**config.mk**
```make
export PLATFORM = sky130hd
export DESIGN_NAME = input_conditioner_flat
export DESIGN_NICKNAME = d
export VERILOG_FILES = /design/src/rtl/input_conditioner_pkg.sv /design/src/rtl/input_conditioner_if.sv /design/src/rtl/input_conditioner_debounce.sv /design/src/rtl/input_conditioner.sv /design/src/flat_wrapper.sv
export SDC_FILE = /design/constraint.sdc
export NUM_CORES = 1
export LEC_CHECK = 0
export BUFFER_PORTS_ARGS = -buffer_cell sky130_fd_sc_hd__buf_4
export CAP_MARGIN = 20
export CORE_MARGIN = 8
export CORE_UTILIZATION = 60
export DETAILED_ROUTE_END_ITERATION = 16
export HOLD_SLACK_MARGIN = 0.08
export PLACE_DENSITY = 0.89
export SLEW_MARGIN = 40
export SYNTH_ARGS = -nofsm -noshare
export SYNTH_HDL_FRONTEND = slang
export SYNTH_SLANG_ARGS = --single-unit
```
**constraint.sdc**
```tcl
create_clock -name clk -period 4.5 [get_ports clk]
set_clock_uncertainty 0.1 [all_clocks]
set_input_delay 0.675 -clock clk [delete_from_list [all_inputs] [get_ports clk]]
set_output_delay 0.675 -clock clk [all_outputs]
set_load 0.005 [all_outputs]
```
**src/rtl/input_conditioner_pkg.sv**
```systemverilog
// Shared definitions for the sequence-detector front end and the Moore FSM
// it feeds.
//   DEBOUNCE_CYCLES_DEF : default stable-cycle count (20 ms at 50 MHz)
//   TICK_CYCLES_DEF     : default clocks per step_tick (1 s at 50 MHz)
//   KEY_PRESSED         : level of the active-low push-button when pressed
//   state_t             : 3-bit state encoding shared with the downstream FSM
package moore_pkg;

  localparam int unsigned DEBOUNCE_CYCLES_DEF = 1_000_000;
  localparam int unsigned TICK_CYCLES_DEF     = 50_000_000;

  localparam logic KEY_PRESSED = 1'b0;

  typedef enum logic [2:0] {
    ST_IDLE  = 3'd0,
    ST_S1    = 3'd1,
    ST_S2    = 3'd2,
    ST_S3    = 3'd3,
    ST_MATCH = 3'd4
  } state_t;

endpackage : moore_pkg

```
**src/rtl/input_conditioner_if.sv**
```systemverilog
// Board-side signal bundle of the input conditioner.
//   in_raw, key_pause_n : raw asynchronous inputs (switch, active-low button)
//   in_clean            : debounced switch level
//   pause               : latched pause state
//   step_tick           : single-cycle FSM advance strobe
// master drives the raw inputs and observes the results; slave is the
// conditioner itself.
interface input_conditioner_if;

  logic in_raw;
  logic key_pause_n;
  logic in_clean;
  logic pause;
  logic step_tick;

  modport master (
    output in_raw,
    output key_pause_n,
    input  in_clean,
    input  pause,
    input  step_tick
  );

  modport slave (
    input  in_raw,
    input  key_pause_n,
    output in_clean,
    output pause,
    output step_tick
  );

endinterface : input_conditioner_if

```
**src/rtl/input_conditioner_debounce.sv**
```systemverilog
// Two-flop synchroniser followed by a stable-count debouncer.
//   clk   : system clock
//   rst   : asynchronous active-low reset
//   raw   : asynchronous, bouncy input
//   level : synchronised level, updated only after CYCLES consecutive
//           cycles of disagreement with the current stable value
// Parameters: CYCLES (>= 2), RESET_LEVEL (reset value of every flop).
module debounce
  import moore_pkg::*;
#(
  parameter int unsigned CYCLES      = DEBOUNCE_CYCLES_DEF,
  parameter logic        RESET_LEVEL = 1'b0
) (
  input  logic clk,
  input  logic rst,
  input  logic raw,
  output logic level
);

  localparam int unsigned     CW   = (CYCLES > 1) ? $clog2(CYCLES) : 1;
  localparam logic [CW-1:0]   LAST = CW'(CYCLES - 1);

  logic          meta;
  logic          sync;
  logic          stable;
  logic [CW-1:0] cnt;

  always_ff @(posedge clk or negedge rst) begin
    if (!rst) begin
      meta <= RESET_LEVEL;
      sync <= RESET_LEVEL;
    end else begin
      meta <= raw;
      sync <= meta;
    end
  end

  // Any sample that agrees with the stable value restarts the count, so a
  // glitch shorter than CYCLES never gets through.
  always_ff @(posedge clk or negedge rst) begin
    if (!rst) begin
      stable <= RESET_LEVEL;
      cnt    <= '0;
    end else if (sync == stable) begin
      cnt <= '0;
    end else if (cnt == LAST) begin
      stable <= sync;
      cnt    <= '0;
    end else begin
      cnt <= cnt + CW'(1);
    end
  end

  assign level = stable;

endmodule : debounce

```
**src/rtl/input_conditioner.sv**
```systemverilog
// Front end of the sequence-detector Moore machine.
//   clk : 50 MHz system clock, rising edge
//   rst : asynchronous active-low reset
//   bus : input_conditioner_if.slave
//         in_raw/key_pause_n in; in_clean/pause/step_tick out
// Debounces the slide switch and pause button, toggles pause once per
// debounced press, and emits a one-cycle step_tick every TICK_CYCLES clocks
// while not paused. The tick counter freezes during pause and resumes from
// where it stopped.
module input_conditioner
  import moore_pkg::*;
#(
  parameter int unsigned DEBOUNCE_CYCLES = DEBOUNCE_CYCLES_DEF,
  parameter int unsigned TICK_CYCLES     = TICK_CYCLES_DEF
) (
  input  logic                clk,
  input  logic                rst,
  input_conditioner_if.slave  bus
);

  localparam int unsigned   TW        = (TICK_CYCLES > 1) ? $clog2(TICK_CYCLES) : 1;
  localparam logic [TW-1:0] TICK_LAST = TW'(TICK_CYCLES - 1);

  logic          in_db;
  logic          key_db;
  logic          key_prev;
  logic          press;
  logic          pause_q;
  logic          tick_q;
  logic [TW-1:0] t;

  debounce #(
    .CYCLES      (DEBOUNCE_CYCLES),
    .RESET_LEVEL (1'b0)
  ) u_in_db (
    .clk   (clk),
    .rst   (rst),
    .raw   (bus.in_raw),
    .level (in_db)
  );

  debounce #(
    .CYCLES      (DEBOUNCE_CYCLES),
    .RESET_LEVEL (~KEY_PRESSED)
  ) u_key_db (
    .clk   (clk),
    .rst   (rst),
    .raw   (bus.key_pause_n),
    .level (key_db)
  );

  // Falling edge of the debounced key; releases and holds do nothing.
  always_comb begin
    press = (key_prev != KEY_PRESSED) && (key_db == KEY_PRESSED);
  end

  always_ff @(posedge clk or negedge rst) begin
    if (!rst) begin
      key_prev <= ~KEY_PRESSED;
      pause_q  <= 1'b0;
    end else begin
      key_prev <= key_db;
      if (press) begin
        pause_q <= ~pause_q;
      end
    end
  end

  // Uses the pre-toggle pause value, so a press landing on the terminal
  // count still lets that tick out.
  always_ff @(posedge clk or negedge rst) begin
    if (!rst) begin
      t      <= '0;
      tick_q <= 1'b0;
    end else if (pause_q) begin
      tick_q <= 1'b0;
    end else if (t == TICK_LAST) begin
      t      <= '0;
      tick_q <= 1'b1;
    end else begin
      t      <= t + TW'(1);
      tick_q <= 1'b0;
    end
  end

  assign bus.in_clean  = in_db;
  assign bus.pause     = pause_q;
  assign bus.step_tick = tick_q;

endmodule : input_conditioner

```
**src/flat_wrapper.sv**
```systemverilog
// flat-port wrapper written by rule: the top's interface ports become plain ports
module input_conditioner_flat import moore_pkg::*;
#(
  parameter int unsigned DEBOUNCE_CYCLES = DEBOUNCE_CYCLES_DEF,
  parameter int unsigned TICK_CYCLES     = TICK_CYCLES_DEF
)
  (clk, rst, bus_in_raw, bus_key_pause_n, bus_in_clean, bus_pause, bus_step_tick);
  input_conditioner_if bus_i ();
  input  logic clk;
  input  logic rst;
  input wire logic [$bits(bus_i.in_raw)-1:0] bus_in_raw;
  input wire logic [$bits(bus_i.key_pause_n)-1:0] bus_key_pause_n;
  output wire logic [$bits(bus_i.in_clean)-1:0] bus_in_clean;
  output wire logic [$bits(bus_i.pause)-1:0] bus_pause;
  output wire logic [$bits(bus_i.step_tick)-1:0] bus_step_tick;
  assign bus_i.in_raw = bus_in_raw;
  assign bus_i.key_pause_n = bus_key_pause_n;
  assign bus_in_clean = bus_i.in_clean;
  assign bus_pause = bus_i.pause;
  assign bus_step_tick = bus_i.step_tick;
  input_conditioner #(.DEBOUNCE_CYCLES(DEBOUNCE_CYCLES), .TICK_CYCLES(TICK_CYCLES)) u_core (.clk(clk), .rst(rst), .bus(bus_i));
endmodule
```
==> results.py <==
metrics = {
    "setup_path": {
        "critical-path-slowest-cell": "nand2b_1",
        "critPathBufInv": 0,
        "required_ns": 4.59,
        "crit_chain": "nor4b_1, nand2_1, nor4_1, nand2b_1, nor2_1",
        "reg2reg_depth": 5,
        "path_class": "flop to flop",
        "cpLargestDelayFamily": "simple AND/OR/NAND/NOR gates",
        "timing.rr.end": "u_core.u_in_db.cnt[4]$_DFF_PN0_",
        "max_stage_delay_ns": 0.64,
        "cp_max_fo": 19,
        "critPathLaunchType": "flop",
        "arrival_ns": 2.41,
        "cp-end-kind": "flop",
        "cp.depth": 5,
        "rrSetupSlack_ns": 2.18,
        "rr_startpoint": "u_core.u_in_db.cnt[9]$_DFF_PN0_",
    },
    "grt": {
        "grt-ovfl-total": 0,
        "grt_pass1_wl_mm": 12.1,
        "antenna_found_initial": 0,
        "grt_pass1_vias": 2738,
        "grt_start_max_net_pins": 76,
        "grt_usage_pct": 17.1,
    },
    "route": {
        "drcViolationCount": 0,
        "drt-initial-drc-count": 92,
        "dr.pass1.iters": 4,
        "vias": 2546,
        "wl_per_cell_um": 15.1,
        "drtAntennaViolNets": 0,
        "wl_mm": 6.65,
        "routed_via_density": 5.79,
    },
    "cts": {
        "cts.sinks": 75,
        "cts_tree": "built",
        "clk_pin_slew_ns": 0.09,
        "clock-root-buffer": "clkbuf_8",
        "cts-buffers-inserted": 9,
        "clockBufferDepth": 2,
        "cts_resized": 0,
        "htreeDepth": 3,
        "cts_post_setup_buffers_inserted": 0,
        "holdBufCountCts": 0,
        "insertion_delay_ns": 0.35,
    },
    "timing": {
        "drv_slew": 0,
        "rsz0062_at_grt": "false",
        "hold_ws_ns": 0.236,
        "tns_ns": 0,
        "hold_violations": 0,
        "fin_crit_ns": 2.32,
        "post-route-period-util_pct": 51.5,
        "slew_headroom_pct": 52.2,
        "setup_ws_ns": 2.18,
        "tightest_slew_ns": 0.717,
        "setup-violations-final": 0,
        "fmax_mhz": 432,
    },
    "logic_synthesis": {
        "ys_seq_elements": 75,
        "avgSynthCellArea_um2": 10.2,
        "synth_common_cells": "dfrtp_1, nor2_1, xor2_1",
        "yosys_warnings": 0,
        "ys_seq_area_share_pct": 52.6,
        "synth_top_area_cell": "dfrtp_1",
        "syn_area_mm2": 0.00358,
        "synth-async-reset-ratio_pct": 100,
        "synth_cell_type_count": 43,
        "synth.top_cell.area_share_pct": 49.7,
        "ys_dominant_reg_cell": "dfrtp_1",
        "synth_nets": 357,
        "synthTopCellsByArea": "dfrtp_1, xor2_1, nor2_1",
        "synth_edf_count": 0,
        "yosysMostFrequentCell": "dfrtp_1",
        "synthCells": 350,
    },
    "layout": {
        "antenna_cells": 0,
        "area_growth_pct": 10.4,
        "fillers": 428,
        "drive_above_1_share_pct": 10.7,
        "largest_register": "u_core.t",
        "nets": 367,
        "reg_top3": "u_core.t x26, u_core.u_in_db.cnt x20, u_core.u_key_db.cnt x20",
        "largest_register_ff_count": 26,
    },
    "status": {
        "status": "finished clean",
    },
    "placement": {
        "portBuffers": 6,
        "pre_cts_ws_ns": 2.22,
        "dp_hpwl_mm": 4.25,
        "place.gp.congestion": 0.811,
    },
    "die": {
        "start_util_pct": 61.1,
        "rows": 28,
        "dieHeight_um": 93.2,
        "dieArea_mm2": 0.00869,
        "design.core.area_mm2": 0.00585,
        "die_width_um": 93.2,
        "num_io_pins": 7,
    },
    "pwr": {
        "pwr-share-seq_pct": 50.3,
        "pwr-share-comb_pct": 2.2,
        "p_clk_share_pct": 47.6,
        "powerDensity_mw_per_mm2": 346,
        "p_sw_share_pct": 19.4,
        "p_leak_nw": 1.75,
        "ir_worst_vdd_mv": 0.230,
        "p_int_mw": 1.10,
        "p_switching_mw": 0.265,
    },
    "min_path": {
        "worstHoldPathType": "input port to async pin",
    },
    "flow_run": {
        "cap_violations": 0,
    },
}
==> worst max-delay path by stage <==
stage / startpoint / end / slack, ns
3_5_place_dp: u_core.u_in_db.cnt[15]$_DFF_PN0_ / u_core.u_in_db.cnt[14]$_DFF_PN0_ / 2.22
2_1_floorplan: u_core.t[10]$_DFFE_PN0N_ / u_core.t[13]$_DFFE_PN0N_ / 2.50
4_1_cts: u_core.u_in_db.cnt[15]$_DFF_PN0_ / u_core.u_in_db.cnt[4]$_DFF_PN0_ / 2.18
6_report: u_core.u_in_db.cnt[9]$_DFF_PN0_ / u_core.u_in_db.cnt[4]$_DFF_PN0_ / 2.18
5_1_grt: u_core.u_in_db.cnt[10]$_DFF_PN0_ / u_core.u_in_db.cnt[13]$_DFF_PN0_ / 2.02
3_3_place_gp: u_core.bus.pause$_DFFE_PN0P_ / u_core.t[20]$_DFFE_PN0N_ / 2.33
==> stage by stage <==
stage / area, um^2 / total power, mW / instances / util [%]
after detailed placement: 3690 / 0.730 / 424 / 63.1
after global placement: 3690 / 0.728 / 424 / 63.0
after CTS: 3950 / 1.38 / 440 / 67.5
final: 3950 / 1.37 / 440 / 67.5
after floorplan: 3580 / 0.712 / 350 / -
after global routing: 3950 / 1.42 / 440 / 67.5
==> worst register-to-register path, stage by stage (launching register included) <==
cell and delay, ns:
dfrtp_1 0.45, nor4b_1 0.30, nand2_1 0.11, nor4_1 0.44, nand2b_1 0.64, nor2_1 0.13
==> logic make-up (layout without fill, tap and decap cells) <==
| group | Yosys count | in the layout | share of synthesized area (%) |
|---|---|---|---|
| multiplexers | 3 | 3 | 0.909 |
| AND/OR/NAND/NOR | 182 | 182 | 27.6 |
| AO/OA/AOI/OAI | 17 | 17 | 2.69 |
| buffers and inverters | 15 | 30 | 1.68 |
| XOR/XNOR | 55 | 55 | 13.5 |
| adder cells (fa/ha/maj) | 3 | 3 | 1.05 |
| flip-flops | 75 | 75 | 52.6 |
==> power by group through the flow <==
stage | Clock [mW] | Sequential, mW | Combinational (mW)
6_report | 0.650 | 0.687 | 0.0294
5_1_grt | 0.693 | 0.688 | 0.0351
4_1_cts | 0.659 | 0.687 | 0.0305
3_5_place_dp | 0 | 0.699 | 0.0302
3_3_place_gp | 0 | 0.699 | 0.0292
2_1_floorplan | 0 | 0.698 | 0.0133
==> layout by cell type (no fill, tap or decap), types with 2 or more instances in the layout <==
cell / synthesis / routed
a21o_1: 2 / 2
a21oi_1: 3 / 3
a31oi_1: 2 / 2
and3_1: 10 / 10
and4_1: 4 / 4
buf_4: 0 / 5
bufinv_16: 0 / 3
clkbuf_8: 0 / 12
dfrtp_1: 71 / 71
dfstp_2: 4 / 4
ha_1: 3 / 3
inv_1: 8 / 8
mux2_2: 2 / 2
nand2_1: 19 / 19
nand2b_1: 6 / 6
nand3_1: 29 / 29
nand3b_1: 2 / 2
nand4_1: 19 / 19
nand4b_1: 3 / 3
nor2_1: 60 / 60
nor3_1: 6 / 6
nor4_1: 5 / 5
nor4b_1: 2 / 2
o21ai_0: 8 / 8
or2_2: 3 / 3
or4b_1: 2 / 2
xnor2_1: 22 / 22
xor2_1: 33 / 33
==> layer usage <==
metal	GRT usage, %	up-vias	wire [um]
li1	-	1232	-
met1	20.6	1268	3020
met2	28.9	36	3340
met3	3.37	10	194
met4	8.19	0	87
met5	0	-	0
==> final cells by class <==
type,instances,area [um^2],area share (%)
sequential,75,1880,47.6
multi-input combinational,260,1640,41.4
clock buffer,12,165,4.18
clock inverter,4,95.1,2.41
tap,75,93.8,2.38
timing repair buffer,6,48.8,1.24
inverter,8,30.0,0.760
No activity file was read; power rests on OpenSTA's default activity.
